$ cat config.mk
export PLATFORM = sky130hd
export DESIGN_NAME = reg_access_arbiter
export DESIGN_NICKNAME = d
export VERILOG_FILES = /design/src/rtl/reg_access_arbiter.sv
export SDC_FILE = /design/constraint.sdc
export NUM_CORES = 1
export LEC_CHECK = 0
export CORE_MARGIN = 1
export CORE_UTILIZATION = 40
export DETAILED_ROUTE_END_ITERATION = 6
export GPL_TIMING_DRIVEN = 0
export PLACE_DENSITY = 0.78
export SETUP_SLACK_MARGIN = 0.02
export SLEW_MARGIN = 20
export SYNTH_ARGS = -nofsm -noshare
export SYNTH_HDL_FRONTEND = slang
export SYNTH_SLANG_ARGS = --single-unit
$ cat constraint.sdc
create_clock -name clk -period 1.8 [get_ports clk]
set_input_delay 0.36 -clock clk [delete_from_list [all_inputs] [get_ports clk]]
set_output_delay 0.36 -clock clk [all_outputs]
set_load 0.01 [all_outputs]
$ cat src/rtl/reg_access_arbiter.sv
// reg_access_arbiter
//   Serialises read/write requests from two requesters onto one shared
//   single-port WIDTH-bit storage register and returns pulsed responses.
//
//   Ports:
//     clk, rst                  clock, synchronous active-high reset
//     reqN_valid/rw/wdata       request from requester N (rw: 1=write, 0=read)
//     reqN_ready                request accepted this cycle (valid && ready)
//     rspN_valid                one-cycle completion pulse for requester N
//     rspN_rdata                last read result for requester N (held)
//     reg_rw, reg_wdata         control/data to the storage register
//     reg_rdata                 read port of the storage register
//     busy                      an operation is in flight
//
//   Build option:
//     REG_ARB_RR_EN  defined   -> round-robin on contention
//                    undefined -> fixed priority, requester 0 wins
module reg_access_arbiter #(
  parameter int unsigned WIDTH = 16
) (
  input  logic             clk,
  input  logic             rst,
  input  logic             req0_valid,
  input  logic             req0_rw,
  input  logic [WIDTH-1:0] req0_wdata,
  output logic             req0_ready,
  output logic             rsp0_valid,
  output logic [WIDTH-1:0] rsp0_rdata,
  input  logic             req1_valid,
  input  logic             req1_rw,
  input  logic [WIDTH-1:0] req1_wdata,
  output logic             req1_ready,
  output logic             rsp1_valid,
  output logic [WIDTH-1:0] rsp1_rdata,
  output logic             reg_rw,
  output logic [WIDTH-1:0] reg_wdata,
  input  logic [WIDTH-1:0] reg_rdata,
  output logic             busy
);

  typedef enum logic [1:0] {
    IDLE       = 2'd0,
    WR         = 2'd1,
    RD_ISSUE   = 2'd2,
    RD_CAPTURE = 2'd3
  } state_e;

  state_e           state_q, state_d;
  logic             owner_q, owner_d;
  logic [WIDTH-1:0] wdata_q, wdata_d;
  logic             rsp0_valid_q, rsp0_valid_d;
  logic             rsp1_valid_q, rsp1_valid_d;
  logic [WIDTH-1:0] rsp0_rdata_q, rsp0_rdata_d;
  logic [WIDTH-1:0] rsp1_rdata_q, rsp1_rdata_d;
`ifdef REG_ARB_RR_EN
  logic             last_grant_q, last_grant_d;
`endif

  logic grant;
  logic accept;
  logic sel_rw;

  // Winner among the current requests; only meaningful together with a valid.
  always_comb begin
    if (req0_valid && req1_valid) begin
`ifdef REG_ARB_RR_EN
      grant = ~last_grant_q;
`else
      grant = 1'b0;
`endif
    end else begin
      grant = ~req0_valid;
    end
  end

  assign req0_ready = (state_q == IDLE) && !grant && req0_valid && !rst;
  assign req1_ready = (state_q == IDLE) &&  grant && req1_valid && !rst;
  assign accept     = req0_ready || req1_ready;
  assign sel_rw     = grant ? req1_rw : req0_rw;

  always_comb begin
    state_d      = state_q;
    owner_d      = owner_q;
    wdata_d      = wdata_q;
    rsp0_valid_d = 1'b0;
    rsp1_valid_d = 1'b0;
    rsp0_rdata_d = rsp0_rdata_q;
    rsp1_rdata_d = rsp1_rdata_q;
`ifdef REG_ARB_RR_EN
    last_grant_d = last_grant_q;
`endif
    case (state_q)
      IDLE: begin
        if (accept) begin
          owner_d = grant;
          wdata_d = grant ? req1_wdata : req0_wdata;
          state_d = sel_rw ? WR : RD_ISSUE;
`ifdef REG_ARB_RR_EN
          last_grant_d = grant;
`endif
        end
      end
      WR: begin
        state_d = IDLE;
        if (owner_q) rsp1_valid_d = 1'b1;
        else         rsp0_valid_d = 1'b1;
      end
      RD_ISSUE: begin
        state_d = RD_CAPTURE;
      end
      RD_CAPTURE: begin
        // Register updated its read port at the end of RD_ISSUE.
        state_d = IDLE;
        if (owner_q) begin
          rsp1_valid_d = 1'b1;
          rsp1_rdata_d = reg_rdata;
        end else begin
          rsp0_valid_d = 1'b1;
          rsp0_rdata_d = reg_rdata;
        end
      end
      default: state_d = IDLE;
    endcase
  end

  always_ff @(posedge clk) begin
    if (rst) begin
      state_q      <= IDLE;
      owner_q      <= 1'b0;
      wdata_q      <= '0;
      rsp0_valid_q <= 1'b0;
      rsp1_valid_q <= 1'b0;
      rsp0_rdata_q <= '0;
      rsp1_rdata_q <= '0;
`ifdef REG_ARB_RR_EN
      last_grant_q <= 1'b1;
`endif
    end else begin
      state_q      <= state_d;
      owner_q      <= owner_d;
      wdata_q      <= wdata_d;
      rsp0_valid_q <= rsp0_valid_d;
      rsp1_valid_q <= rsp1_valid_d;
      rsp0_rdata_q <= rsp0_rdata_d;
      rsp1_rdata_q <= rsp1_rdata_d;
`ifdef REG_ARB_RR_EN
      last_grant_q <= last_grant_d;
`endif
    end
  end

  // Reset gates the write strobe so an interrupted WR never reaches storage.
  assign reg_rw     = (state_q == WR) && !rst;
  assign reg_wdata  = wdata_q;
  assign busy       = (state_q != IDLE);
  assign rsp0_valid = rsp0_valid_q;
  assign rsp1_valid = rsp1_valid_q;
  assign rsp0_rdata = rsp0_rdata_q;
  assign rsp1_rdata = rsp1_rdata_q;

endmodule

==> results of run 1 <==
## worst register-to-register path, delay by kind of cell (launching register included)
family                 cells  cell delay (ns)
AOI/OAI and AO/OA          1             0.16
buffers and inverters      1             0.39
DFF                        1             0.42
and+or+nand+nor            2             0.38
## per-stage QoR
stage                     cells  power (mW)
after floorplan             244        1.60
after global placement      420        1.91
after detailed placement    420        1.92
after CTS                   429        2.75
after global routing        429        2.85
final                       429        2.72
## power by group
part / leakage, nW / internal, mW / switching, mW
Combinational: 0.769 / 0.347 / 0.270
Sequential: 0.431 / 1.24 / 0.0421
Clock: 0.0585 / 0.454 / 0.367
Total: 1.26 / 2.04 / 0.679
## layout make-up
type / instances / area share
buffer: 21 / 0.0387
clock buffer: 7 / 0.0252
clock inverter: 1 / 0.00877
inverter: 2 / 0.00219
multi-input combinational: 167 / 0.279
sequential: 53 / 0.310
tap: 70 / 0.0256
timing repair buffer: 108 / 0.310
## Yosys cell counts (all sizes together) (2+ instances only)
library cell   n
clkbuf        11
and2           2
nand3          2
inv            2
buf           11
and3b          2
dfxtp         53
nand2         67
nor2           5
a21oi         49
mux2i         17
a211oi        17
## flip-flops by register name, indices dropped and copies added (netlist names)
name / count
reg_wdata: 16
rsp0_rdata: 16
rsp1_rdata: 16
state_q: 2
owner_q: 1
rsp0_valid: 1
rsp1_valid: 1
## how the worst min path moves through the flow
stage / endpoint / slack, ns / depth (start not counted) / startpoint
final: rsp0_rdata[0] / 0.46 / 2 / rsp0_rdata[0]
after global routing: rsp0_rdata[12] / 0.48 / 2 / rsp0_rdata[12]
after CTS: rsp0_rdata[0] / 0.46 / 2 / rsp0_rdata[0]
after detailed placement: rsp0_rdata[0] / 0.45 / 2 / rsp0_rdata[0]
after global placement: rsp0_rdata[12] / 0.44 / 2 / rsp0_rdata[12]
after floorplan: rsp0_valid / 0.45 / 1 / owner_q
## layer usage
| layer | track usage | vias to the layer above | part of all wire |
|---|---|---|---|
| met1 | 0.276 | 956 | 0.43 |
| li1 | - | 1049 | - |
| met3 | 0.0375 | 12 | 0.038 |
| met2 | 0.361 | 47 | 0.51 |
| met5 | 0 | - | 0 |
| met4 | 0.0713 | 0 | 0.024 |
## cells by family after synthesis
kind of cell | Yosys count
compound gates | 67
simple gates | 83
buf+inv | 24
flops | 53
mux | 17
## repair_timing
item	CTS	global route
gates resized for setup	21	0
pin swaps	1	1
setup buffers	2	0
setup endpoints to repair	4	1
## cell usage in the layout, fill, tap and decap left out, drive strengths merged, types with 2 or more instances in the layout
cell           instances
mux2i                 17
nor2                   5
dfxtp                 53
nand3                  2
and2                   2
inv                    2
dlygate4sd2            3
and3b                  2
clkdlybuf4s50        101
clkbuf                18
a21oi                 49
a211oi                17
nand2                 67
buf                   14
==> out/summary.txt, run 1 <==
Initial antenna violation count: 0
HPWL Detailed: 4350 um
Largest net degree at the start of global routing: 16
Slowest-stage cell, CP: dfxtp_1
Syn avg cell area: 8.73 sq um
RSZ-0062 raised after global routing: no
GRT Residual Overflow: 0
Final Critical Period: 1.67 ns
CTS HTree Levels: 2
Final Cell Area: 0.00342 sq mm
Finish-stage setup viols: 0
Initial Util: 0.417
Area share of the largest cell type after synthesis: 0.498
Antenna diodes: 0
I/O pin total: 108
Synthesized-area fraction occupied by adder cells: 0
Via count: 2064
Post-Route WL: 5650 um
Share of synthesized registers carrying an async set or reset: 0
Placed cell areas: 0.00328 sq mm
CP max stage delay: 0.31 ns
Max VDD drop: 0.000502 V
Max Slew Vio Count: 0
Worst Skew: 0.00731 ns
TritonRoute pass-1 iters: 6
Register area: 0.00106 sq mm
Worst Slack Setup Final: 0.132 ns
Crit-path cells: buf_4, nor3_4, clkbuf_8, and3b_1, buf_2
Worst Path Required: 1.44 ns
GRT Resource Usage Total: 0.214
CTS tree: built
Number of global-route vias before repair: 1926
Critical Path Fanout Max: 8
Worst skew pair latency: 0.30 ns
Cts bufs inserted: 5
Reg-to-reg endpoint: rsp0_rdata[15]
# fillers: 443
Die area: 0.00562 sq mm
Synth Warn #: 0
First-pass GRT wire length: 8960 um
Syn Nets: 298
Critical path type: flop to output port
Post-synth EDFFs: 0
Final hold viol count: 0
Worst setup EP type: output port
Fin Hold WS: 0.455 ns
HP Class: flop to flop
Worst Setup SP: state_q[1]
Mapped Area: 0.00213 sq mm
Ys flop type: dfxtp_1
Multi-input gate area: 956 sq um
Port buffer count: 106
Core area: 0.00511 sq mm
Worst-margin pin slew: 0.694 ns
Leak: 1.26 nW
Core Util, Final: 0.671
Via density: 4.81
Chip Width: 75.0 um
CP startpoint kind: flop
Mux contribution to synthesized area: 0.0799
Max-cap violations: 0
Area delta synth->final: 60.7%
Clock Sinks: 53
XOR/XNOR share of the synthesized area: 0
Crit path max-delay family: buffers and inverters
Nets: 412
Simple-gate area share of the yosys netlist: 0.164
Fraction of layout cells with a size suffix above 1: 0.103
Pre-CTS WS: -0.659 ns
Worst EP arrival: 1.31 ns
Status: finished, final reports clean
Critical R2R Launch: owner_q
Clk Tree Root Cell: clkbuf_8
Cell type with the highest aggregate area in the netlist: dfxtp_1
Area contributors post-synth: dfxtp_1, nand2_1, a21oi_1, mux2i_1, a211oi_2
Period utilization: 0.927
DRC Markers: 0
Main combinational cell family by area after synthesis: compound AO/OA/AOI/OAI gates
PD cells: 795 mW/mm^2
Die span in y: 75.0 um
CP Buf/Inv Count: 3
Rel. slew slack: 0.537
CP Capture Point: req1_ready
Flops & latches, synth: 53
Worst R2R Setup Slack: 0.37 ns
Clock tree buffer depth: 2
Post-synth cell types: 21
Setup TNS: 0 ns
Compound-cell area share of the yosys netlist: 0.201
Sequential area share after synthesis: 0.498
Fmax: 0.600 GHz
CTS Hold Bufs: 0
Synth Instances: 244
Average wire per standard cell: 13.2 um
Cell depth of the worst setup path: 5
Post-DRT Antenna Nets: 0
Worst Reg-to-Reg Cells: 4
Std cell rows: 26
GPL Wtd Cong: 0.697
CTS clk-pin slew, worst paths: 0.09 ns
Number of DRC markers in iteration 0: 74
Note: power is estimated with default switching activity, not from simulation.
==> run 2, diff against run 1 <==
--- a/config.mk
+++ b/config.mk
@@ -7,11 +7,11 @@
 export LEC_CHECK = 0
 export CORE_MARGIN = 1
 export CORE_UTILIZATION = 40
+export CTS_CLUSTER_DIAMETER = 60
 export DETAILED_ROUTE_END_ITERATION = 6
 export GPL_TIMING_DRIVEN = 0
 export PLACE_DENSITY = 0.78
 export SETUP_SLACK_MARGIN = 0.02
-export SLEW_MARGIN = 20
 export SYNTH_ARGS = -nofsm -noshare
 export SYNTH_HDL_FRONTEND = slang
 export SYNTH_SLANG_ARGS = --single-unit
==> results of run 2 <==
Same layout as run 1: the final DEF is identical, and so are final timing and power.
==> run 3, diff against run 2 <==
--- a/config.mk
+++ b/config.mk
@@ -5,11 +5,13 @@
 export SDC_FILE = /design/constraint.sdc
 export NUM_CORES = 1
 export LEC_CHECK = 0
+export CAP_MARGIN = 40
 export CORE_MARGIN = 1
 export CORE_UTILIZATION = 40
 export CTS_CLUSTER_DIAMETER = 60
 export DETAILED_ROUTE_END_ITERATION = 6
 export GPL_TIMING_DRIVEN = 0
+export MAX_ROUTING_LAYER = met4
 export PLACE_DENSITY = 0.78
 export SETUP_SLACK_MARGIN = 0.02
 export SYNTH_ARGS = -nofsm -noshare
==> run 3 against run 2 <==
  * Sequential cell count did not move
  * Clock power about the same
  * Wire length is 0.16% higher
  * Die area stayed put
  * Combinational power barely moved
  * Hold slack about the same
  * First-iteration DRC count increased by 12%
  * Cell area stayed put
==> out/summary.txt, run 3 (synthesis results as in run 1) <==
Worst R2R Setup Slack: 0.35 ns (was 0.37 ns)
Max-cap violations: 0 (unchanged)
Std cell rows: 26 (unchanged)
Clk Tree Root Cell: clkbuf_8 (unchanged)
Worst setup EP type: output port (unchanged)
CP max stage delay: 0.31 ns (about the same)
CTS Hold Bufs: 0 (unchanged)
Core Util, Final: 0.671 (unchanged)
HPWL Detailed: 4350 um (unchanged)
Status: finished, final reports clean (unchanged)
DRC Markers: 0 (unchanged)
Max Slew Vio Count: 0 (unchanged)
Area delta synth->final: 60.7% (unchanged)
Average wire per standard cell: 13.2 um (about the same)
Clock Sinks: 53 (unchanged)
Pre-CTS WS: -0.659 ns (unchanged)
Post-placement cell count: 420 (unchanged)
Initial antenna violation count: 0 (unchanged)
Crit-path cells: buf_4, nor3_4, clkbuf_8, and3b_1, buf_2 (unchanged)
Largest net degree at the start of global routing: 16 (unchanged)
CTS HTree Levels: 2 (unchanged)
Worst Path Required: 1.44 ns (about the same)
Post-DRT Antenna Nets: 0 (unchanged)
Core area: 0.00511 sq mm (unchanged)
Final hold viol count: 0 (unchanged)
Number of DRC markers in iteration 0: 83 (was 74)
Max VDD drop: 0.000497 V (was 0.000502 V)
Worst-margin pin slew: 0.701 ns (was 0.694 ns)
Finished Layout Cells: 429 (unchanged)
Slowest-stage cell, CP: dfxtp_1 (unchanged)
Antenna diodes: 0 (unchanged)
Post-Route WL: 5660 um (was 5650 um)
Rel. slew slack: 0.532 (was 0.537)
Finish-stage setup viols: 0 (unchanged)
Hold path depth: 2 (unchanged)
CTS clk-pin slew, worst paths: 0.09 ns (about the same)
HP Class: flop to flop (unchanged)
Commonest non-fill, non-tap cells in the layout: clkdlybuf4s50_1, nand2_1, dfxtp_1, a21oi_1, mux2i_1 (unchanged)
I/O pin total: 108 (unchanged)
Hold path start: rsp0_rdata[0] (unchanged)
CTS tree: built (unchanged)
GPL Wtd Cong: 0.705 (was 0.697)
Worst Skew: 0.00660 ns (was 0.00731 ns)
Worst Slack Setup Final: 0.133 ns (was 0.132 ns)
Period utilization: 0.926 (was 0.927)
Critical R2R Launch: owner_q (unchanged)
Port buffer count: 106 (unchanged)
Crit path max-delay family: buffers and inverters (unchanged)
RSZ-0062 raised after global routing: no (unchanged)
First-pass GRT wire length: 8980 um (was 8960 um)
Final Critical Period: 1.67 ns (about the same)
Cts bufs inserted: 5 (unchanged)
Chip Width: 75.0 um (unchanged)
GRT Resource Usage Total: 0.221 (was 0.214)
Die area: 0.00562 sq mm (unchanged)
Worst EP arrival: 1.31 ns (about the same)
Worst Reg-to-Reg Cells: 4 (unchanged)
Number of global-route vias before repair: 1918 (was 1926)
Worst skew pair latency: 0.30 ns (about the same)
Nets: 412 (unchanged)
PD cells: 795 mW/mm^2 (about the same)
Reg-to-reg endpoint: rsp0_rdata[15] (unchanged)
Fin Hold WS: 0.455 ns (about the same)
Via count: 2037 (was 2064)
CP startpoint kind: flop (unchanged)
Leak: 1.26 nW (unchanged)
Hold path endpoint: rsp0_rdata[0] (unchanged)
TritonRoute pass-1 iters: 4 (was 6)
Initial Util: 0.417 (unchanged)
Critical path type: flop to output port (unchanged)
GRT Residual Overflow: 0 (unchanged)
Die span in y: 75.0 um (unchanged)
Clock tree buffer depth: 2 (unchanged)
Commonest non-fill, non-tap cell in the layout: clkdlybuf4s50_1 (unchanged)
Via density: 4.75 (was 4.81)
Critical Path Fanout Max: 8 (unchanged)
CP Buf/Inv Count: 3 (unchanged)
Fmax: 0.600 GHz (about the same)
Fraction of layout cells with a size suffix above 1: 0.103 (unchanged)
run 3: stage by stage:
stage          power [mW]  setup TNS, ns  instance area, sq um
6_report             2.72              0                  3420
2_1_floorplan        1.60              0                  2130
3_5_place_dp         1.92          -2.69                  3280
4_1_cts              2.75              0                  3420
5_1_grt              2.85              0                  3420
3_3_place_gp         1.91          -2.74                  3280
run 3: power by group:
part	leakage [nW]	switching, mW	internal (mW)
clock network	0.0585	0.365	0.454
registers	0.431	0.0421	1.24
logic	0.769	0.269	0.347
run 3: worst max-delay path by stage:
stage                             to       start  slack, ns  cells past startpoint
after global routing      req1_ready  state_q[1]       0.05                      5
after CTS                 req1_ready  state_q[1]       0.07                      5
after floorplan           req1_ready         rst       0.29                      4
after detailed placement  req0_ready  req0_valid      -0.66                      4
after global placement    req0_ready  req0_valid      -0.65                      4
final                     req1_ready  state_q[1]       0.13                      5
run 3: metal layers:
metal | share of wire | track usage | vias to the layer above
met5 | 0 | - | -
met2 | 0.51 | 0.363 | 42
met4 | 0.017 | 0.0587 | 0
met1 | 0.44 | 0.274 | 941
li1 | - | - | 1046
met3 | 0.033 | 0.0495 | 8
run 3: worst min-delay path, stage by stage, from the launching register on:
cell,delay [ns]
dfxtp_1,0.32
nand2_1,0.05
a21oi_1,0.05
run 3: cell type report:
class / instances / area, sq um
Tap cell: 70 / 87.6
Sequential cell: 53 / 1060
Multi-Input combinational cell: 167 / 956
Clock buffer: 7 / 86.3
Fill cell: 443 / 1680
Clock inverter: 1 / 30.0
Inverter: 2 / 7.51
Timing Repair Buffer: 108 / 1060
Buffer: 21 / 133
run 3: repair_timing:
item                                    CTS  global route
endpoints found under the setup margin    4             1
buffers inserted                          2             0
pin swaps                                 1             1
endpoints found under the hold margin     0             0
resized for setup                        21             0
